==> src/rtl/moore_seq_gen.sv <==
// rtl/moore_seq_gen.sv - Moore-FSM serial pattern generator, MSB of active portion first.
// Optional back-to-back frame repeat enabled by SEQ_GEN_REPEAT_EN.
module moore_seq_gen #(
  parameter int WIDTH = 8,
  parameter int LEN_W = 4
) (
  input  logic             clk,
  input  logic             reset,
  input  logic             load,
  input  logic [WIDTH-1:0] pattern,
  input  logic [LEN_W-1:0] len,
  input  logic             abort,
  input  logic             rep,
  output logic             out_seq,
  output logic             valid,
  output logic             busy,
  output logic             done
);

  typedef enum logic [1:0] {
    IDLE = 2'd0,
    SEND = 2'd1,
    DONE = 2'd2
  } state_t;

  state_t           state;
  logic [WIDTH-1:0] shreg;
  logic [LEN_W-1:0] cnt;
  logic [LEN_W-1:0] eff_len;
  logic [WIDTH-1:0] aligned;

`ifdef SEQ_GEN_REPEAT_EN
  logic [WIDTH-1:0] cap_shreg;
  logic [LEN_W-1:0] cap_cnt;
`else
  logic unused_rep;
  assign unused_rep = rep;
`endif

  // Left-align the active portion so the next bit is always shreg[WIDTH-1].
  always_comb begin
    eff_len = len;
    if (len == '0 || len > LEN_W'(WIDTH)) eff_len = LEN_W'(WIDTH);
    aligned = pattern << (LEN_W'(WIDTH) - eff_len);
  end

  // cnt holds the bits still to send after the one currently on out_seq.
  always_ff @(posedge clk or posedge reset) begin
    if (reset) begin
      state   <= IDLE;
      shreg   <= '0;
      cnt     <= '0;
      out_seq <= 1'b0;
      valid   <= 1'b0;
      busy    <= 1'b0;
      done    <= 1'b0;
`ifdef SEQ_GEN_REPEAT_EN
      cap_shreg <= '0;
      cap_cnt   <= '0;
`endif
    end else if (abort) begin
      state   <= IDLE;
      shreg   <= '0;
      cnt     <= '0;
      out_seq <= 1'b0;
      valid   <= 1'b0;
      busy    <= 1'b0;
      done    <= 1'b0;
    end else begin
      case (state)
        IDLE: begin
          out_seq <= 1'b0;
          valid   <= 1'b0;
          busy    <= 1'b0;
          done    <= 1'b0;
          if (load) begin
            state   <= SEND;
            out_seq <= aligned[WIDTH-1];
            shreg   <= aligned << 1;
            cnt     <= eff_len - LEN_W'(1);
            valid   <= 1'b1;
            busy    <= 1'b1;
`ifdef SEQ_GEN_REPEAT_EN
            cap_shreg <= aligned;
            cap_cnt   <= eff_len - LEN_W'(1);
`endif
          end
        end
        SEND: begin
          busy <= 1'b1;
          if (cnt != '0) begin
            out_seq <= shreg[WIDTH-1];
            shreg   <= shreg << 1;
            cnt     <= cnt - LEN_W'(1);
            valid   <= 1'b1;
            done    <= 1'b0;
          end else begin
`ifdef SEQ_GEN_REPEAT_EN
            if (rep) begin
              out_seq <= cap_shreg[WIDTH-1];
              shreg   <= cap_shreg << 1;
              cnt     <= cap_cnt;
              valid   <= 1'b1;
              done    <= 1'b0;
            end else
`endif
            begin
              state   <= DONE;
              out_seq <= 1'b0;
              valid   <= 1'b0;
              done    <= 1'b1;
              shreg   <= '0;
            end
          end
        end
        DONE: begin
          state   <= IDLE;
          out_seq <= 1'b0;
          valid   <= 1'b0;
          busy    <= 1'b0;
          done    <= 1'b0;
        end
        default: begin
          state   <= IDLE;
          shreg   <= '0;
          cnt     <= '0;
          out_seq <= 1'b0;
          valid   <= 1'b0;
          busy    <= 1'b0;
          done    <= 1'b0;
        end
      endcase
    end
  end

endmodule

==> config.mk <==
export PLATFORM = sky130hd
export DESIGN_NAME = moore_seq_gen
export DESIGN_NICKNAME = d
export VERILOG_FILES = /design/src/rtl/moore_seq_gen.sv
export SDC_FILE = /design/constraint.sdc
export NUM_CORES = 1
export LEC_CHECK = 0
export CAP_MARGIN = 15
export CORE_MARGIN = 8
export CORE_UTILIZATION = 53
export DETAILED_ROUTE_END_ITERATION = 8
export PLACE_DENSITY = 0.82
export SETUP_SLACK_MARGIN = 0.15
export SLEW_MARGIN = 40
export SYNTH_ARGS = -nofsm -noshare
export SYNTH_HDL_FRONTEND = slang
export SYNTH_SLANG_ARGS = --single-unit
==> constraint.sdc <==
create_clock -name clk -period 5.1 [get_ports clk]
set_input_delay 0.51 -clock clk [delete_from_list [all_inputs] [get_ports clk]]
set_output_delay 0.51 -clock clk [all_outputs]
set_load 0.03 [all_outputs]
Word level (Yosys, flattened, before mapping)
Cells that the tools add are included.
W data, S select, Z words.
{ "word_totals": {"register_bits": 18, "latchBits": 0, "mem_bits_rw": 0, "mem_bits_ro": 0, "in_bits": 17, "output_inout_bits": 4, "word_cells": 51, "mem_count": 0} }
{ "op_classes": {"addsub": 3, "mul": 0, "div_mod_pow": 0, "order_cmp": 1, "eq_ne": 6, "shifts": 1, "mux": 26, "bitwise": 0, "n_reduce_logical": 7} }
{ "op_table": {"columns": ["op", "n"], "rows": [
  ["$mux W8", 3],
  ["$pmux W8 S3", 1],
  ["$mux W4", 4],
  ["$pmux W4 S3", 1],
  ["$mux W1", 10],
  ["$ne A3 B3 Y1 const B", 3],
  ["$shl A8 B4 Y8", 1],
  ["$sub A4 B1 Y4 const B", 2],
  ["$mux W2", 3],
  ["$pmux W1 S2", 3],
  ["$gt A4 B4 Y1 const B", 1],
  ["$logic_not A4 Y1", 1],
  ["$pmux W2 S2", 1],
  ["$reduce_and A2 Y1", 2],
  ["$reduce_bool A4 Y1", 1],
  ["$sub A4 B4 Y4 const A", 1],
  ["$reduce_and A3 Y1", 1],
  ["$eq A2 B1 Y1 const B", 1],
  ["$eq A2 B2 Y1 const B", 1],
  ["$logic_not A2 Y1", 1],
  ["$ne A2 B2 Y1 const B", 1],
  ["$logic_or A1 B1 Y1", 1]
]} }

Depth between registers and ports, before layout
{ "depth": {"depth_word": 8, "mapped_depth": 9, "ltp_nobuf": 8} }

Worst setup path before layout
OpenSTA, ideal clock, no wires.
{ "synth_timing": {"path_type": "in2reg", "from": "input port len[3]", "to": "register shreg[6]", "setup_time_ns": 0.126, "arrival_ns": 2.281, "required_ns": 4.974, "path_slack_ns": 2.693, "path_stages": 7, "path_buffers": 1, "cell_sequence": "and2b_1 -> buf_2 -> inv_2 -> ha_1 -> xnor2_2 -> mux4_2 -> a221o_1"} }
{ "synth_via": {"elab_chain_len": 8, "elab_cells_between_ends": 9, "classes_between": "add/sub (1); order compare (1); shift (1); mux (4); reduce/logical (2)"} }
{ "synth_rtl": {"columns": ["element", "line", "text"], "rows": [
  ["start, declared", "11", "input logic [LEN_W-1:0] len,"],
  ["$gt A4 B4 Y1 / $logic_not A4 Y1 (equally long branches)", "43", "if (len == '0 || len > LEN_W'(WIDTH)) eff_len = LEN_W'(WIDTH);"],
  ["$logic_or A1 B1 Y1", "43", null],
  ["$mux W4 (*)", "43", null],
  ["$sub A4 B4 Y4 (*)", "44", "aligned = pattern << (LEN_W'(WIDTH) - eff_len);"],
  ["$shl A8 B4 Y8 (*)", "44", null],
  ["$mux W8 (*)", "76", "if (load) begin"],
  ["$pmux W8 S3 (*)", "70", "case (state)"],
  ["$mux W8 (*)", "61", "end else if (abort) begin"],
  ["end signal, assigned", "79", "shreg <= aligned << 1;"],
  ["end signal, assigned", "93", "shreg <= shreg << 1;"],
  ["end, declared", "27", "logic [WIDTH-1:0] shreg;"]
]} }
Mark *: on every way between the ends. The rest lies on a longest branch, timed or not. The select of a mux whose other input is x is not followed.
A chain may end at the register's enable or synchronous reset.

Final worst setup path
Ends and elaborated chain as after synthesis.

==> flow_summary.html <==
<table>
<tr><th>Metric</th><th>Value</th></tr>
<tr><th colspan="2">Pwr</th></tr>
<tr><td>Leak pwr</td><td>about 0.57 nW</td></tr>
<tr><td>Total power per unit cell area</td><td>252 nW/um2</td></tr>
<tr><td>Peak VDD IR</td><td>about 0.13 mV</td></tr>
<tr><th colspan="2">Yosys</th></tr>
<tr><td>Share of synthesized registers carrying an async set or reset</td><td>100%</td></tr>
<tr><td>List of most frequent post-synthesis cells</td><td>17 x dfrtp_1, 11 x nand2_1, 8 x o21ai_0</td></tr>
<tr><td>Net Count, Synth</td><td>120</td></tr>
<tr><td>Yosys top cell area share</td><td>about two fifths</td></tr>
<tr><td>Area leader, netlist</td><td>dfrtp_1</td></tr>
<tr><td>Flip-flop and latch count after synthesis</td><td>17</td></tr>
<tr><td>Top cells by area in the synthesized netlist</td><td>dfrtp_1 42%, mux4_2 8.8%, nand2_1 4.0%</td></tr>
<tr><td>Count of mapped cells out of synthesis</td><td>101</td></tr>
<tr><td>Leading cell type by number of instances after synthesis</td><td>dfrtp_1</td></tr>
<tr><td>Number of synthesized flops with an enable pin</td><td>0</td></tr>
<tr><td>Cell variety after synth</td><td>36</td></tr>
<tr><td>Synthesis warning total</td><td>0</td></tr>
<tr><td>Commonest register cell after synthesis</td><td>dfrtp_1</td></tr>
<tr><td>Combined area of all synthesized cells</td><td>1020 um2</td></tr>
<tr><td>Part of the Yosys area used for sequential elements</td><td>41.6%</td></tr>
<tr><td>Syn Area/Cell</td><td>10.1 um2</td></tr>
<tr><th colspan="2">Cells and area</th></tr>
<tr><td>Finished Core Util</td><td>67.2%</td></tr>
<tr><td>Number of filler cells placed in the layout</td><td>172</td></tr>
<tr><td>Fraction of layout instances using a drive strength above 1</td><td>9.92%</td></tr>
<tr><td>P&amp;R area growth vs syn</td><td>23.5%</td></tr>
<tr><td>Non-filler cells, final</td><td>~150</td></tr>
<tr><td>Number of antenna cells inserted</td><td>0</td></tr>
<tr><td>Nets@finish</td><td>141</td></tr>
<tr><td>Register cell area after layout</td><td>425 um2</td></tr>
<tr><td>Multi-input gate area</td><td>about 560 um2</td></tr>
<tr><th colspan="2">Route</th></tr>
<tr><td>Met3 Routed Length</td><td>160 um</td></tr>
<tr><td>Detailed Route WL</td><td>approximately 2200 um</td></tr>
<tr><td>Top sig layer</td><td>met4</td></tr>
<tr><td>Initial drt markers</td><td>44</td></tr>
<tr><td>Count of unresolved DRC violations after routing</td><td>0</td></tr>
<tr><td>Met2 wire len</td><td>1030 um</td></tr>
<tr><td>Number of nets with antenna violations after detailed routing</td><td>0</td></tr>
<tr><td>Routed met1 length</td><td>between 900 and 1000 um</td></tr>
<tr><td>Mean number of vias per cell</td><td>5.90</td></tr>
<tr><td>Vias after detailed routing</td><td>between 800 and 900</td></tr>
<tr><td>Total iterations of the first detailed-routing run</td><td>4</td></tr>
<tr><td>Routed len/inst</td><td>15.0 um</td></tr>
<tr><th colspan="2">Timing</th></tr>
<tr><td>Setup Skew</td><td>~0.010 ns</td></tr>
<tr><td>Time the worst path needs with I/O delays and setup</td><td>2.77 ns</td></tr>
<tr><td>Slew at the pin with the worst max-slew slack</td><td>0.623 ns</td></tr>
<tr><td>Count of final hold-check violations</td><td>0</td></tr>
<tr><td>Total setup violations reported at the end of the flow</td><td>0</td></tr>
<tr><td>RSZ-0062 raised after global routing</td><td>false</td></tr>
<tr><td>Final total negative setup slack</td><td>0 ns</td></tr>
<tr><td>Highest achievable clock rate</td><td>between 300 and 400 MHz</td></tr>
<tr><td>Final worst path period share</td><td>a little over half</td></tr>
<tr><td>Worst rel slew slack</td><td>about three fifths</td></tr>
<tr><td>Number of pins with negative max-slew slack in the final report</td><td>0</td></tr>
<tr><th colspan="2">Worst setup path</th></tr>
<tr><td>CP endpoint kind</td><td>register</td></tr>
<tr><td>Setup crit end</td><td>shreg[6]</td></tr>
<tr><td>Flop-to-flop setup slack</td><td>2.99 ns</td></tr>
<tr><td>Crit Reg-Reg Endpoint</td><td>cnt[2]</td></tr>
<tr><td>Setup Crit Path Kind</td><td>in2reg</td></tr>
<tr><td>Max Fanout on Critical Path</td><td>7</td></tr>
<tr><td>FF-to-FF path depth</td><td>6</td></tr>
<tr><td>Launching element type of the critical path</td><td>input pin</td></tr>
<tr><td>Worst setup path startpoint</td><td>len[3]</td></tr>
<tr><td>Reg2Reg Launch Point</td><td>state[0]</td></tr>
<tr><td>Data required time of the worst path</td><td>approximately 5.3 ns</td></tr>
<tr><td>Worst EP arrival</td><td>2.93 ns</td></tr>
<tr><th colspan="2">Global routing</th></tr>
<tr><td>Global route total overflow</td><td>0</td></tr>
<tr><td>Wire length of the first global-routing pass</td><td>3890 um</td></tr>
<tr><td>Number of global-route vias before repair</td><td>894</td></tr>
<tr><td>Largest net degree at the start of global routing</td><td>18</td></tr>
<tr><td>Antenna violations before repair</td><td>0</td></tr>
<tr><td>Total global routing track utilization</td><td>13.8%</td></tr>
<tr><th colspan="2">CTS</th></tr>
<tr><td>Count of hold-fix buffers inserted at cts</td><td>0</td></tr>
<tr><td>Clock buffer count from CTS</td><td>3</td></tr>
<tr><td>Clock Root Buffer</td><td>clkbuf_4</td></tr>
<tr><td>Number of clock sinks</td><td>17</td></tr>
<tr><td>CTS H-tree lvls</td><td>1</td></tr>
<tr><td>Post-CTS Setup Inserts</td><td>0</td></tr>
<tr><td>Clock Tree Buf Depth</td><td>2</td></tr>
<tr><td>Clock slew at reported path FFs</td><td>0.09 ns</td></tr>
<tr><td>Clk Latency, worst-skew pair</td><td>0.28 ns</td></tr>
<tr><td>PostCTS Resize Cnt</td><td>0</td></tr>
<tr><td>CTS tree</td><td>yes</td></tr>
<tr><th colspan="2">Die</th></tr>
<tr><td>Core area</td><td>1880 um2</td></tr>
<tr><td>Die outline area</td><td>3590 um2</td></tr>
<tr><td>Die extent in x</td><td>59.9 um</td></tr>
<tr><td>Starting density of the core</td><td>54.4%</td></tr>
<tr><td>I/O pins</td><td>21</td></tr>
<tr><td>Overall die height</td><td>59.9 um</td></tr>
<tr><td>Row cnt</td><td>16</td></tr>
<tr><th colspan="2">Placement</th></tr>
<tr><td>Placed Instances</td><td>144</td></tr>
<tr><td>Final estimated routing congestion in global placement</td><td>approximately 0.82</td></tr>
<tr><td>DPL Wire Length</td><td>1760 um</td></tr>
<tr><td>Number of buffer cells added on primary ports</td><td>19</td></tr>
<tr><th colspan="2">Status</th></tr>
<tr><td>Run status</td><td>finished, final reports clean</td></tr>
<tr><th colspan="2">Hold path</th></tr>
<tr><td>Path class of the lowest-slack min-delay path</td><td>reg2reg</td></tr>
<tr><th colspan="2">Job</th></tr>
<tr><td>Max Cap Viol</td><td>0</td></tr>
</table>
flip-flops by register name, summed over array words and instances (netlist names):
name	count
cnt	4
valid	1
out_seq	1
state	2
done	1
shreg	7
busy	1
per-layer routing:
metal / global-route usage, % / vias to the layer above
li1: - / 416
met1: 16.0 / 415
met2: 23.2 / 38
met3: 3.44 / 4
met4: 6.12 / 0
met5: 0 / -
kinds of logic (layout without fill, tap and decap cells):
family / Yosys count / after routing / share of synthesized area (%)
muxes: 8 / 8 / 12.7
AOI/OAI and AO/OA: 26 / 26 / 17.8
adders and majority gates: 2 / 2 / 2.44
buffers and inverters: 10 / 30 / 4.03
xor gates and xnor gates: 2 / 2 / 2.45
DFF: 17 / 17 / 41.6
and+or+nand+nor: 36 / 36 / 18.9
cell usage in the layout (no fill, tap or decap), types with 2 or more instances in the layout:
cell / instances
nand3_1: 2
nand2b_1: 2
mux2i_1: 4
a32oi_1: 2
and3_1: 2
clkdlybuf4s50_1: 19
o211ai_1: 2
nand2_1: 11
nor2b_1: 2
o21ai_0: 8
inv_1: 5
nand3b_1: 3
a21oi_1: 2
ha_1: 2
dfrtp_1: 17
nor2_1: 7
clkbuf_4: 3
a22oi_1: 2
a21o_1: 2
nor4_1: 2
a221o_1: 2
mux4_2: 4
worst min path at each step:
| stage | end | slack [ns] | depth (start not counted) | from |
|---|---|---|---|---|
| global route | cnt[3] | 0.53 | 1 | cnt[3] |
| floorplan | busy | 0.44 | 1 | reset |
| CTS | shreg[4] | 0.50 | 2 | shreg[3] |
| finish | shreg[4] | 0.51 | 2 | shreg[3] |
| detailed placement | shreg[4] | 0.48 | 2 | shreg[3] |
| global placement | shreg[4] | 0.47 | 2 | shreg[3] |
stage by stage:
step / setup WS (ns) / area (um2) / hold slack (ns) / power [mW]
after floorplan: 2.69 / 1020 / 0.436 / 0.218
after global placement: 2.08 / 1240 / 0.471 / 0.248
after detailed placement: 2.01 / 1240 / 0.482 / 0.251
after CTS: 2.32 / 1260 / 0.499 / 0.319
after global routing: 2.21 / 1260 / 0.530 / 0.336
final: 2.33 / 1260 / 0.506 / 0.318
report_power, final:
group	leakage, nW	switching, mW	total, mW	internal, mW
Combinational	0.324	0.0489	0.0936	0.0447
Sequential	0.229	0.00934	0.155	0.146
Clock	0.0177	0.0400	0.0690	0.0290
Total	0.571	0.0983	0.318	0.220
worst max-delay path, cell delays in order:
cell and delay (ns):
clkdlybuf4s50_1 0.43, and2b_1 0.37, inv_2 0.12, ha_1 0.26, xnor2_2 0.36, mux4_2 0.57
a221o_1 0.30
layout make-up:
class                   instances  area share, %
clock inverters                 1          0.396
repair buffers                 20           15.6
flip-flops and latches         17           33.7
inverters                       6           1.78
multi-input cells              74           44.1
clock buffers                   3           1.78
well taps                      27           2.67
No activity file was read; power rests on OpenSTA's default activity.
